<file path="src/rtl/alu_seq.sv">
// -----------------------------------------------------------------------------
// alu_seq
//   Registered DATA_WIDTH-bit ALU with a start/done handshake. add, sub, nand,
//   nor, and, xor and the reserved opcode finish one edge after the start edge.
//   Multiply is a shift-add sequence that folds in one partial product per
//   clock, so its result appears DATA_WIDTH+1 edges after the start edge.
//
//   Optional build macro: ALU_SEQ_FLAGS_EN adds the zero/cout/illegal outputs.
//
//   Ports
//     clk_in       in   clock, rising edge
//     rst_in       in   asynchronous reset, active high
//     start_in     in   start request, only looked at while busy_out=0
//     a_in, b_in   in   operands, latched on an accepted start
//     sel_in       in   opcode, latched on an accepted start
//     q_out        out  result (2*DATA_WIDTH), held until the next op completes
//     busy_out     out  high while a multiply is in progress
//     done_out     out  one-cycle pulse when q_out is updated
//     zero_out     out  (ALU_SEQ_FLAGS_EN) result is zero
//     cout_out     out  (ALU_SEQ_FLAGS_EN) add carry / sub borrow / mul overflow
//     illegal_out  out  (ALU_SEQ_FLAGS_EN) reserved opcode 111 was executed
//
//   State  | meaning
//   -------+------------------------------------------------------------
//   S_IDLE | waiting for start; single-cycle ops complete from here
//   S_MUL  | shift-add multiply running, one multiplier bit per edge
// -----------------------------------------------------------------------------
module alu_seq #(
    parameter int DATA_WIDTH = 8
) (
    input  logic                      clk_in,
    input  logic                      rst_in,
    input  logic                      start_in,
    input  logic [DATA_WIDTH-1:0]     a_in,
    input  logic [DATA_WIDTH-1:0]     b_in,
    input  logic [2:0]                sel_in,
    output logic [2*DATA_WIDTH-1:0]   q_out,
    output logic                      busy_out,
    output logic                      done_out
`ifdef ALU_SEQ_FLAGS_EN
    ,
    output logic                      zero_out,
    output logic                      cout_out,
    output logic                      illegal_out
`endif
);

    localparam int QW    = 2 * DATA_WIDTH;
    localparam int CNT_W = $clog2(DATA_WIDTH + 1);
    localparam logic [CNT_W-1:0] CNT_LAST = CNT_W'(DATA_WIDTH - 1);

    localparam logic [2:0] OP_ADD  = 3'b000;
    localparam logic [2:0] OP_SUB  = 3'b001;
    localparam logic [2:0] OP_MUL  = 3'b010;
    localparam logic [2:0] OP_NAND = 3'b011;
    localparam logic [2:0] OP_NOR  = 3'b100;
    localparam logic [2:0] OP_AND  = 3'b101;
    localparam logic [2:0] OP_XOR  = 3'b110;
    localparam logic [2:0] OP_RSV  = 3'b111;

    typedef enum logic {
        S_IDLE,
        S_MUL
    } state_t;

    state_t                  r_state;
    logic [QW-1:0]           r_q;
    logic                    r_busy;
    logic                    r_done;
    logic [QW-1:0]           r_acc;
    logic [QW-1:0]           r_mcand;   // multiplicand, pre-shifted by the count
    logic [DATA_WIDTH-1:0]   r_mplier;  // multiplier, bit 0 is bit[count]
    logic [CNT_W-1:0]        r_cnt;
`ifdef ALU_SEQ_FLAGS_EN
    logic                    r_zero;
    logic                    r_cout;
    logic                    r_illegal;
`endif

    logic [DATA_WIDTH:0]     w_sum;
    logic [DATA_WIDTH:0]     w_diff;
    logic [QW-1:0]           w_result;
    logic                    w_cout;
    logic [QW-1:0]           w_acc_next;

    assign w_sum  = {1'b0, a_in} + {1'b0, b_in};
    assign w_diff = {1'b0, a_in} - {1'b0, b_in};

    // Single-cycle results straight from the inputs; only consumed on the
    // accepted start edge, so nothing here reaches an output combinationally.
    always_comb begin
        w_result = '0;
        w_cout   = 1'b0;
        case (sel_in)
            OP_ADD: begin
                w_result = {{(DATA_WIDTH-1){1'b0}}, w_sum};
                w_cout   = w_sum[DATA_WIDTH];
            end
            OP_SUB: begin
                // borrow fills the whole upper half
                w_result = {{DATA_WIDTH{w_diff[DATA_WIDTH]}}, w_diff[DATA_WIDTH-1:0]};
                w_cout   = w_diff[DATA_WIDTH];
            end
            OP_NAND: w_result = {{DATA_WIDTH{1'b0}}, ~(a_in & b_in)};
            OP_NOR:  w_result = {{DATA_WIDTH{1'b0}}, ~(a_in | b_in)};
            OP_AND:  w_result = {{DATA_WIDTH{1'b0}}, a_in & b_in};
            OP_XOR:  w_result = {{DATA_WIDTH{1'b0}}, a_in ^ b_in};
            default: begin
                w_result = '0;
                w_cout   = 1'b0;
            end
        endcase
    end

    assign w_acc_next = r_acc + (r_mplier[0] ? r_mcand : '0);

    always_ff @(posedge clk_in or posedge rst_in) begin
        if (rst_in) begin
            r_state   <= S_IDLE;
            r_q       <= '0;
            r_busy    <= 1'b0;
            r_done    <= 1'b0;
            r_acc     <= '0;
            r_mcand   <= '0;
            r_mplier  <= '0;
            r_cnt     <= '0;
`ifdef ALU_SEQ_FLAGS_EN
            r_zero    <= 1'b0;
            r_cout    <= 1'b0;
            r_illegal <= 1'b0;
`endif
        end else begin
            r_done <= 1'b0;
            case (r_state)
                S_IDLE: begin
                    if (start_in) begin
                        if (sel_in == OP_MUL) begin
                            r_mcand  <= {{DATA_WIDTH{1'b0}}, a_in};
                            r_mplier <= b_in;
                            r_acc    <= '0;
                            r_cnt    <= '0;
                            r_busy   <= 1'b1;
                            r_state  <= S_MUL;
                        end else begin
                            r_q    <= w_result;
                            r_done <= 1'b1;
`ifdef ALU_SEQ_FLAGS_EN
                            r_zero    <= (w_result == '0);
                            r_cout    <= w_cout;
                            r_illegal <= (sel_in == OP_RSV);
`endif
                        end
                    end
                end
                S_MUL: begin
                    r_acc    <= w_acc_next;
                    r_mcand  <= r_mcand << 1;
                    r_mplier <= r_mplier >> 1;
                    r_cnt    <= r_cnt + CNT_W'(1);
                    if (r_cnt == CNT_LAST) begin
                        r_q     <= w_acc_next;
                        r_done  <= 1'b1;
                        r_busy  <= 1'b0;
                        r_state <= S_IDLE;
`ifdef ALU_SEQ_FLAGS_EN
                        r_zero    <= (w_acc_next == '0);
                        r_cout    <= |w_acc_next[QW-1:DATA_WIDTH];
                        r_illegal <= 1'b0;
`endif
                    end
                end
                default: r_state <= S_IDLE;
            endcase
        end
    end

    assign q_out    = r_q;
    assign busy_out = r_busy;
    assign done_out = r_done;
`ifdef ALU_SEQ_FLAGS_EN
    assign zero_out    = r_zero;
    assign cout_out    = r_cout;
    assign illegal_out = r_illegal;
`endif

endmodule

</file>
<file path="config.mk">
export PLATFORM = sky130hd
export DESIGN_NAME = alu_seq
export DESIGN_NICKNAME = d
export VERILOG_FILES = /design/src/rtl/alu_seq.sv
export SDC_FILE = /design/constraint.sdc
export NUM_CORES = 1
export LEC_CHECK = 0
export ABC_CLOCK_PERIOD_IN_PS = 5250
export CAP_MARGIN = 15
export CORE_UTILIZATION = 50
export DETAILED_ROUTE_END_ITERATION = 12
export HOLD_SLACK_MARGIN = 0.06
export PLACE_DENSITY = 0.7
export SYNTH_ARGS = -nofsm -noshare
export SYNTH_HDL_FRONTEND = slang
export SYNTH_SLANG_ARGS = --single-unit
</file>
<file path="constraint.sdc">
create_clock -name clk_in -period 5.25 [get_ports clk_in]
set_clock_uncertainty 0.2 [all_clocks]
set_input_delay 1.575 -clock clk_in [delete_from_list [all_inputs] [get_ports clk_in]]
set_output_delay 1.575 -clock clk_in [all_outputs]
set_load 0.01 [all_outputs]
</file>
==> metrics.cfg, run 1 <==
[pwr]
pwr-share-comb_pct = 43.1
switching_share_pct = 40.6
p_switching_mw = 0.851
ir_worst_vdd_mv = 0.295
p_clk_share_pct = 18.5
powerDensity_nw_per_um2 = 390
power_frac_seq_pct = 38.5
power.internal_mw = 1.24
p_leak_nw = 2.50

[yosys]
synth.yosys.warnings = 0
netlist_area_um2 = 4730
async_reset_ff_share_pct = 100
synth_top_area_share_pct = 33.3
synthTopCellsByArea = dfrtp_1 33%, ha_1 12%, nand2_1 6.7%
syn_nets = 630
syn_avg_cell_area_um2 = 8.43
synth_cell_types = 69
ys_seq_area_share_pct = 33.3
synthesis.instances = 561
synthFlopType = dfrtp_1
synth_edf_count = 0
synth_top_area_cell = dfrtp_1
ys_ff_latch = 63

[min_path]
hold_class = reg -> reg

[floorplan]
start_util_pct = 51.4
die_area_um2 = 9850
ios = 40
fp.coreArea_um2 = 9200
die_y_um = 99.3
die_width_um = 99.3
row_count = 35

[clock_network]
cts_hold_buf = 0
htreeDepth = 3
clk_pin_slew_ns = 0.09
clk_root_buffer_cell = clkbuf_8
clock-sinks = 63
numCtsBuffers = 9
post_cts.repair.setup_buffers = 0
cts_tree = done
clkLatencyLatePin_ns = 0.36
clockBufferDepth = 2
ctsResizeCount = 0

[timing]
holdWs_ns = 0.288
tns_ns = 0
hold_violations = 0
slew_viol_final = 0
min_period_ns = 4.04
finalSetupViolCount = 0
relSlewSlack_pct = 40.7
tightest_slew_ns = 0.888
setup_ws_ns = 1.21
period_share_pct = 76.9
fmax_mhz = 248
rsz0062_at_grt = no

[status]
status = complete, no violations

[worst_setup_path]
cp_max_fo = 8
slowest_delay_ns = 0.53
worstSetupEndpointType = flip-flop
cp.required_ns = 5.27
crit_path_start_kind = input pin
cp_cell_sequence = clkdlybuf4s50_1, inv_1, ha_1, nor2b_1, o21ai_0, a2111oi_0, nand4b_1, o311ai_0, o211ai_1
critPathBufInv = 2
crit_type = in -> reg
arrival_ns = 4.06
critical-path-top-delay-family = compound AO/OA/AOI/OAI gates
critPathSlowestCell = clkdlybuf4s50_1

[place]
dp_hpwl_um = 8770
pre_cts_ws_ns = 0.897
port_buffers = 39
gp_congestion = 0.900

[global_routing]
grt_pass1_vias = 3762
grt_pass1_wl_um = 19000
grt_max_degree = 84
antenna_found_initial = 0
grtUsageTotal_pct = 24.9
overflow = 0

[drt]
vias_per_cell = 5.80
vias = 4090
drc = 0
first_pass_iters = 6
final_antenna_net_count = 0
drt_iter0_drc = 433
post_drt_wl_per_cell_um = 16.7
drt-total-wl_um = 11800

[final_layout]
syn_to_final_growth_pct = 13.4
mostFrequentLayoutCells = 85 x nand2_1, 62 x dfrtp_1, 45 x a21oi_1, 45 x o21ai_0, 44 x ha_1
nets = 658
num_antenna_cells = 0
final_common_cell = nand2_1
fillers = 828
layout-drive-gt1-share_pct = 6.90

[job]
maxCapViolations = 0

==> final cells by class <==
class	count	area (µm²)	area share (%)
sequential	63	1580	29.4
inverter	34	128	2.38
multi-input combinational	433	2890	53.8
clock inverter	7	48.8	0.910
clock buffer	9	124	2.31
timing repair buffer	48	458	8.54
tap	111	139	2.59
==> layer usage <==
layer | vias up | share of wire, % | routed length, µm | track usage (%)
met2 | 137 | 44 | 5160 | 38.5
met5 | - | 0 | 0 | 0
met3 | 23 | 5.8 | 684 | 3.16
li1 | 2019 | - | - | -
met4 | 0 | 2.3 | 275 | 8.71
met1 | 1911 | 48 | 5670 | 35.9
==> path summary, 6_finish.rpt <==
kind / from / to / slack [ns] / cells after the start
setup reg to reg: r_mplier[0] / q_out[14] / 2.23 / 9
max in group asynchronous: rst_in / r_acc[11] / 2.47 / 3
setup / recovery: a_in[2] / q_out[4] / 1.21 / 9
hold / removal: r_acc[8] / r_acc[8] / 0.29 / 2
hold reg to reg: r_acc[8] / r_acc[8] / 0.29 / 2
min in group asynchronous: rst_in / r_mcand[2] / 1.52 / 2
==> cell usage after synthesis, types with 2 or more instances <==
cell type  instances
nor2b_1            4
o2bb2ai_1          2
xnor2_1           10
a22oi_1            3
o211ai_1           6
clkbuf_1          18
a22o_1             6
nand3_1            5
o31a_1             2
o41a_1             2
ha_1              44
fa_1               3
o22a_1             3
o21ai_1            2
a21o_1             9
a31o_2             2
nand2_1           85
o21bai_1           3
nor3b_1            3
nand3b_1           4
o31ai_1            3
a21oi_1           45
nand4_1            2
o2111ai_1          2
nor2_1            42
buf_1              2
a2111o_1           2
mux2_2             2
xor2_1             6
buf_2              9
o21ai_0           45
mux2i_1           12
inv_1             33
a31oi_1            5
dfrtp_1           63
o221ai_1           2
a221oi_1           4
and2_1            19
nor3_1             7
nand2b_1          11
==> sequential cells by signal, summed over array words and instances (netlist names) <==
register	cells
q_out	16
r_state	1
r_acc	16
r_cnt	4
r_mcand	16
busy_out	1
r_mplier	8
done_out	1
==> worst register-to-register path, stage by stage (launching register included) <==
cell	delay (ns)
dfrtp_1	0.55
and2_1	0.28
ha_1	0.25
fa_1	0.41
a21oi_1	0.25
o211a_1	0.25
o211ai_1	0.10
a21oi_1	0.20
mux2i_1	0.32
o22a_1	0.17
==> power by group through the flow <==
stage	clock network, mW	registers (mW)	logic (mW)
floorplan	0	0.803	0.583
global placement	0	0.807	0.877
detailed placement	0	0.814	0.899
CTS	0.397	0.805	0.904
global route	0.413	0.830	1.01
finish	0.387	0.805	0.902
==> logic make-up (layout without fill, tap and decap cells) <==
group | count (synthesis) | count (layout) | synth area share (%)
XOR/XNOR | 16 | 16 | 2.96
AO/OA/AOI/OAI | 165 | 165 | 23.0
multiplexers | 16 | 16 | 3.73
buffers and inverters | 65 | 98 | 5.63
adder cells (fa/ha/maj) | 47 | 47 | 12.9
AND/OR/NAND/NOR | 189 | 189 | 18.5
flip-flops | 63 | 63 | 33.3
==> stage by stage <==
step	area [µm²]	std cells	utilization [%]	power (mW)
2_1_floorplan	4730	561	-	1.39
3_3_place_gp	5190	689	56.4	1.68
3_5_place_dp	5190	689	56.4	1.71
4_1_cts	5360	705	58.3	2.10
5_1_grt	5360	705	58.3	2.25
6_report	5360	705	58.3	2.09
Note: power is estimated with default switching activity, not from simulation.
==> run 2, diff against run 1 <==
ABC_CLOCK_PERIOD_IN_PS = 3950   (was 5250)
clock period = 3.95 ns   (was 5.25 ns; I/O delays follow)
==> metrics.cfg, run 2 (synthesis results as in run 1) <==
[place]
gp_congestion = 0.948
postPlaceCellArea_um2 = 5260
dp_hpwl_um = 9150
pre_cts_ws_ns = 0.0334
port_buffers = 39

[worst_setup_path]
crit_type = in -> reg
crit_path_start_kind = input pin
worstSetupEndpointType = flip-flop
cp_max_fo = 5
cp.required_ns = 4.02
arrival_ns = 3.67

[status]
status = complete, no violations

[final_layout]
layout-drive-gt1-share_pct = 8.29
nets = 667
num_antenna_cells = 0
fillers = 846
mostFrequentLayoutCells = 85 x nand2_1, 62 x dfrtp_1, 45 x a21oi_1, 45 x o21ai_0, 44 x ha_1
final_common_cell = nand2_1
syn_to_final_growth_pct = 14.8
final_cell_area_um2 = 5430

[clock_network]
post_cts.repair.setup_buffers = 0
cts_hold_buf = 0
clk_pin_slew_ns = 0.08
ctsResizeCount = 0
cts_tree = done
numCtsBuffers = 9
clkLatencyLatePin_ns = 0.34
htreeDepth = 3
clock-sinks = 63
clockBufferDepth = 2
clk_root_buffer_cell = clkbuf_8

[timing]
fmax_mhz = 278
relSlewSlack_pct = 52.1
min_period_ns = 3.60
tns_ns = 0
rsz0062_at_grt = no
tightest_slew_ns = 0.718
period_share_pct = 91.2
hold_violations = 0
finalSetupViolCount = 0
holdWs_ns = 0.287
slew_viol_final = 0
setup_ws_ns = 0.347

[global_routing]
grtUsageMet3_pct = 4.01
use_met1_pct = 37.0
busiest_layer = met2
grt_max_degree = 51
grtUsageTotal_pct = 25.3
grt_pass1_wl_um = 19400
grt_use_met2_pct = 38.2
grt_pass1_vias = 3871
antenna_found_initial = 0
overflow = 0

[drt]
vias_per_cell = 5.78
post_drt_wl_per_cell_um = 16.9
first_pass_iters = 4
drt_iter0_drc = 206
drc = 0
final_antenna_net_count = 0
vias = 4124
drt-total-wl_um = 12000

[floorplan]
die_width_um = 99.3
die_y_um = 99.3
die_area_um2 = 9850
fp.coreArea_um2 = 9200
ios = 40
start_util_pct = 51.4
row_count = 35

[min_path]
hold_class = reg -> reg

[job]
maxCapViolations = 0

[pwr]
powerDensity_nw_per_um2 = 515
p_leak_nw = 2.54
ir_worst_vdd_mv = 0.325

[run 2: cell count changes in the layout (fill, tap and decap cells not counted), sizes merged]
cell	delta
buf	+9
[run 2: worst max-delay path: stages]
cell and delay (ns):
clkdlybuf4s50_1 0.51, ha_1 0.26, inv_1 0.08, fa_1 0.41
nor2b_1 0.20, o21ai_0 0.13, a2111oi_0 0.41, nand4b_1 0.16
o311ai_0 0.18, o211ai_1 0.14
[run 2: area by class of cell]
cell class                 count  area [µm²]  area share (%)
clock buffer                   9         124            2.28
clock inverter                 7        48.8           0.899
inverter                      34         128            2.35
multi-input combinational    433        2890            53.2
sequential                    63        1580            29.1
tap                          111         139            2.56
timing repair buffer          57         526            9.68
[run 2: worst paths after layout]
kind	start	to	slack [ns]	cells after the start
min in group asynchronous	rst_in	r_cnt[1]	1.07	2
max in group asynchronous	rst_in	q_out[5]	1.79	3
min	r_mplier[1]	r_mplier[0]	0.29	2
max	b_in[0]	q_out[4]	0.35	10
max reg2reg	r_mplier[0]	q_out[6]	0.99	9
min reg2reg	r_mplier[1]	r_mplier[0]	0.29	2
[run 2: report_power, final]
group | internal, mW | total [mW] | switching, mW
Clock | 0.228 | 0.512 | 0.283
Sequential | 0.891 | 1.10 | 0.213
Combinational | 0.541 | 1.18 | 0.640
[run 2: through the flow]
stage | std cells | util [%] | power, mW
floorplan | 561 | - | 1.84
global placement | 698 | 57.2 | 2.25
detailed placement | 698 | 57.2 | 2.29
CTS | 714 | 59.0 | 2.81
global route | 714 | 59.0 | 3.01
finish | 714 | 59.0 | 2.80
[run 2: layer usage]
layer	vias to the layer above	share of wire (%)	wire length, µm
met2	94	44	5300
met1	1977	50	6080
met4	0	2.1	250
met3	15	3.5	416
met5	-	0	0
li1	2038	-	-
==> RTL edit, RTL diff (settings of run 2) <==
`DATA_WIDTH`: 8 -> 16.
--- a/src/rtl/alu_seq.sv
+++ b/src/rtl/alu_seq.sv
@@ -26,7 +26,7 @@
 //   S_MUL  | shift-add multiply running, one multiplier bit per edge
 // -----------------------------------------------------------------------------
 module alu_seq #(
-    parameter int DATA_WIDTH = 8
+    parameter int DATA_WIDTH = 16
 ) (
     input  logic                      clk_in,
     input  logic                      rst_in,
Ports: changed (resized a_in, b_in and q_out); port bits go from 40 to 72. The function was not compared with the original's and may differ.
==> RTL edit against run 2 <==
- global-route usage up 5.3 points
- sequential cell count grew 57
- routed wire length is 140% higher
- count of clock-buffer cells in the layout is 9 higher
- power grew 130%
- maximum frequency fell by 4.5%
- area after synthesis rose by 100%
- worst setup slack got worse by 0.17 ns
- sequential power grew 90%
- design area increased by 120%
- register-to-register slack got worse by 0.53 ns
==> RTL edit: results (changes against run 2) <==
* Status: completed
* Syn Nets at 1328 (+110%)
* Met1 GRT Util at 43.2% (+6.2 points)
* Critical Path AT at 3.91 ns (+0.24 ns)
* GR Util All Layers at 30.6% (+5.3 points)
* H-Tree Depth at 4 (+1)
* Drt pass-1 iters at 5 (+1)
* Post-DP HPWL at 21300 µm (+130%)
* Routed wl met2 at 12900 µm (+140%)
* Metal3 WL at 1460 µm (+250%)
* Routed len/inst at 18.3 µm (+8.5%)
* Avg Cell Area, Syn at 8.00 µm² (-5.2%)
* Inst Count DP at 1540 (+120%)
* Post-synthesis sequential area ratio at 31.4% (-1.9 points)
* HP Class: reg2reg
* GRT met3 Usage at 4.55% (+0.54 points)
* Synth cell types at 77 (+12%)
* Compound-cell area share of the yosys netlist at 25.4% (+2.4 points)
* Clk Latency, worst-skew pair at 0.43 ns (+0.09 ns)
* Worst rel slew slack at 45.6% (-6.4 points)
* Post-synth top area share at 31.4% (-1.9 points)
* Maximum VDD drop at 0.505 mV (+55%)
* Placed cell areas at 11200 µm² (+110%)
* Worst hold stages at 2 (unchanged)
* Ys async rst share at 100% (unchanged)
* Non-Filler Instances at 1572 (+120%)
* Synth Area in XOR/XNOR at 3.66% (+0.70 points)
* Pin count of the biggest net entering global routing at 60 (+18%)
* Port bufs at 71 (+82%)
* Leakage at 5.62 nW (+120%)
* R2r worst-path depth at 11 (+2)
* Dpl ws at -0.306 ns (-0.340 ns)
* CP max stage delay at 0.48 ns (-0.03 ns)
* Layout cells sized above 1 at 13.2% (+4.9 points)
* Mux cell area share after synthesis at 2.21% (-1.5 points)
* Clock buffer count from CTS at 17 (+8)
* Number of global-route vias before repair at 8808 (+130%)
* Number of remaining DRC errors at 0 (unchanged)
* M1 WL at 13700 µm (+130%)
* Routed vias at 9120 (+120%)
* Synth Area in Adders at 12.4% (-0.51 points)
* M2 GR Usage at 47.5% (+9.3 points)
* Critical path fanouts, max at 3 (-2)
* Clock root buffer: clkbuf_16
* Commonest cells post-synth: nand2_1 (194), dfrtp_1 (120), o21ai_0 (113), a21oi_1 (95), ha_1 (90)
* Global-route wire length before repair at 46800 µm (+140%)
* RePlAce Congestion at 0.928 (-2.1%)
* Ranking of synthesized cells by area: dfrtp_1 (31%), ha_1 (12%), nand2_1 (7.6%)
* Clock-pin slew on the worst setup and hold paths at 0.06 ns (-0.02 ns)
## RTL edit: changes by cell type after synthesis, moves of 10 or more
cell | run 2 | this run
ha_1 | 44 | 90
a21o_1 | 9 | 19
dfrtp_1 | 63 | 120
xnor2_1 | 10 | 25
clkbuf_1 | 18 | 50
a31oi_1 | 5 | 20
and3_1 | 1 | 11
a211oi_1 | 1 | 13
nand2_1 | 85 | 194
o21ai_0 | 45 | 113
nor2_1 | 42 | 89
and2_1 | 19 | 36
a21oi_1 | 45 | 95
inv_1 | 33 | 62
## RTL edit: stage by stage
step,hold WS [ns],setup TNS (ns),util (%)
4_1_cts,0.289,0,63.2
6_report,0.286,0,63.3
3_3_place_gp,0.266,-3.68,59.8
5_1_grt,0.300,0,63.3
2_1_floorplan,0.250,0,-
3_5_place_dp,0.272,-5.38,59.8
## RTL edit: final timing paths
check,start,end,slack [ns]
setup / recovery,a_in[1],q_out[13],0.18
hold / removal,r_acc[2],r_acc[2],0.29
setup reg to reg,r_mplier[0],q_out[29],0.46
hold reg to reg,r_acc[2],r_acc[2],0.29
max in group asynchronous,rst_in,r_acc[0],1.86
min in group asynchronous,rst_in,r_mplier[11],1.06
## RTL edit: cell families after synthesis
family,count (synthesis)
AND/OR/NAND/NOR,410
multiplexers,21
flip-flops,120
adder cells (fa/ha/maj),93
buffers and inverters,135
XOR/XNOR,40
AO/OA/AOI/OAI,378
## RTL edit: where the power goes
part	leakage (nW)	total [mW]	internal [mW]	switching (mW)
Combinational	3.72	2.57	1.10	1.47
Sequential	1.58	2.09	1.69	0.397
Clock	0.315	1.70	1.08	0.625
## RTL edit: cell type report
class,instances,area [µm²]
Fill cell,1645,6870
Tap cell,234,293
Sequential cell,120,3010
Clock inverter,14,196
Inverter,64,244
Multi-Input combinational cell,942,6050
Timing Repair Buffer,180,1600
Clock buffer,18,439
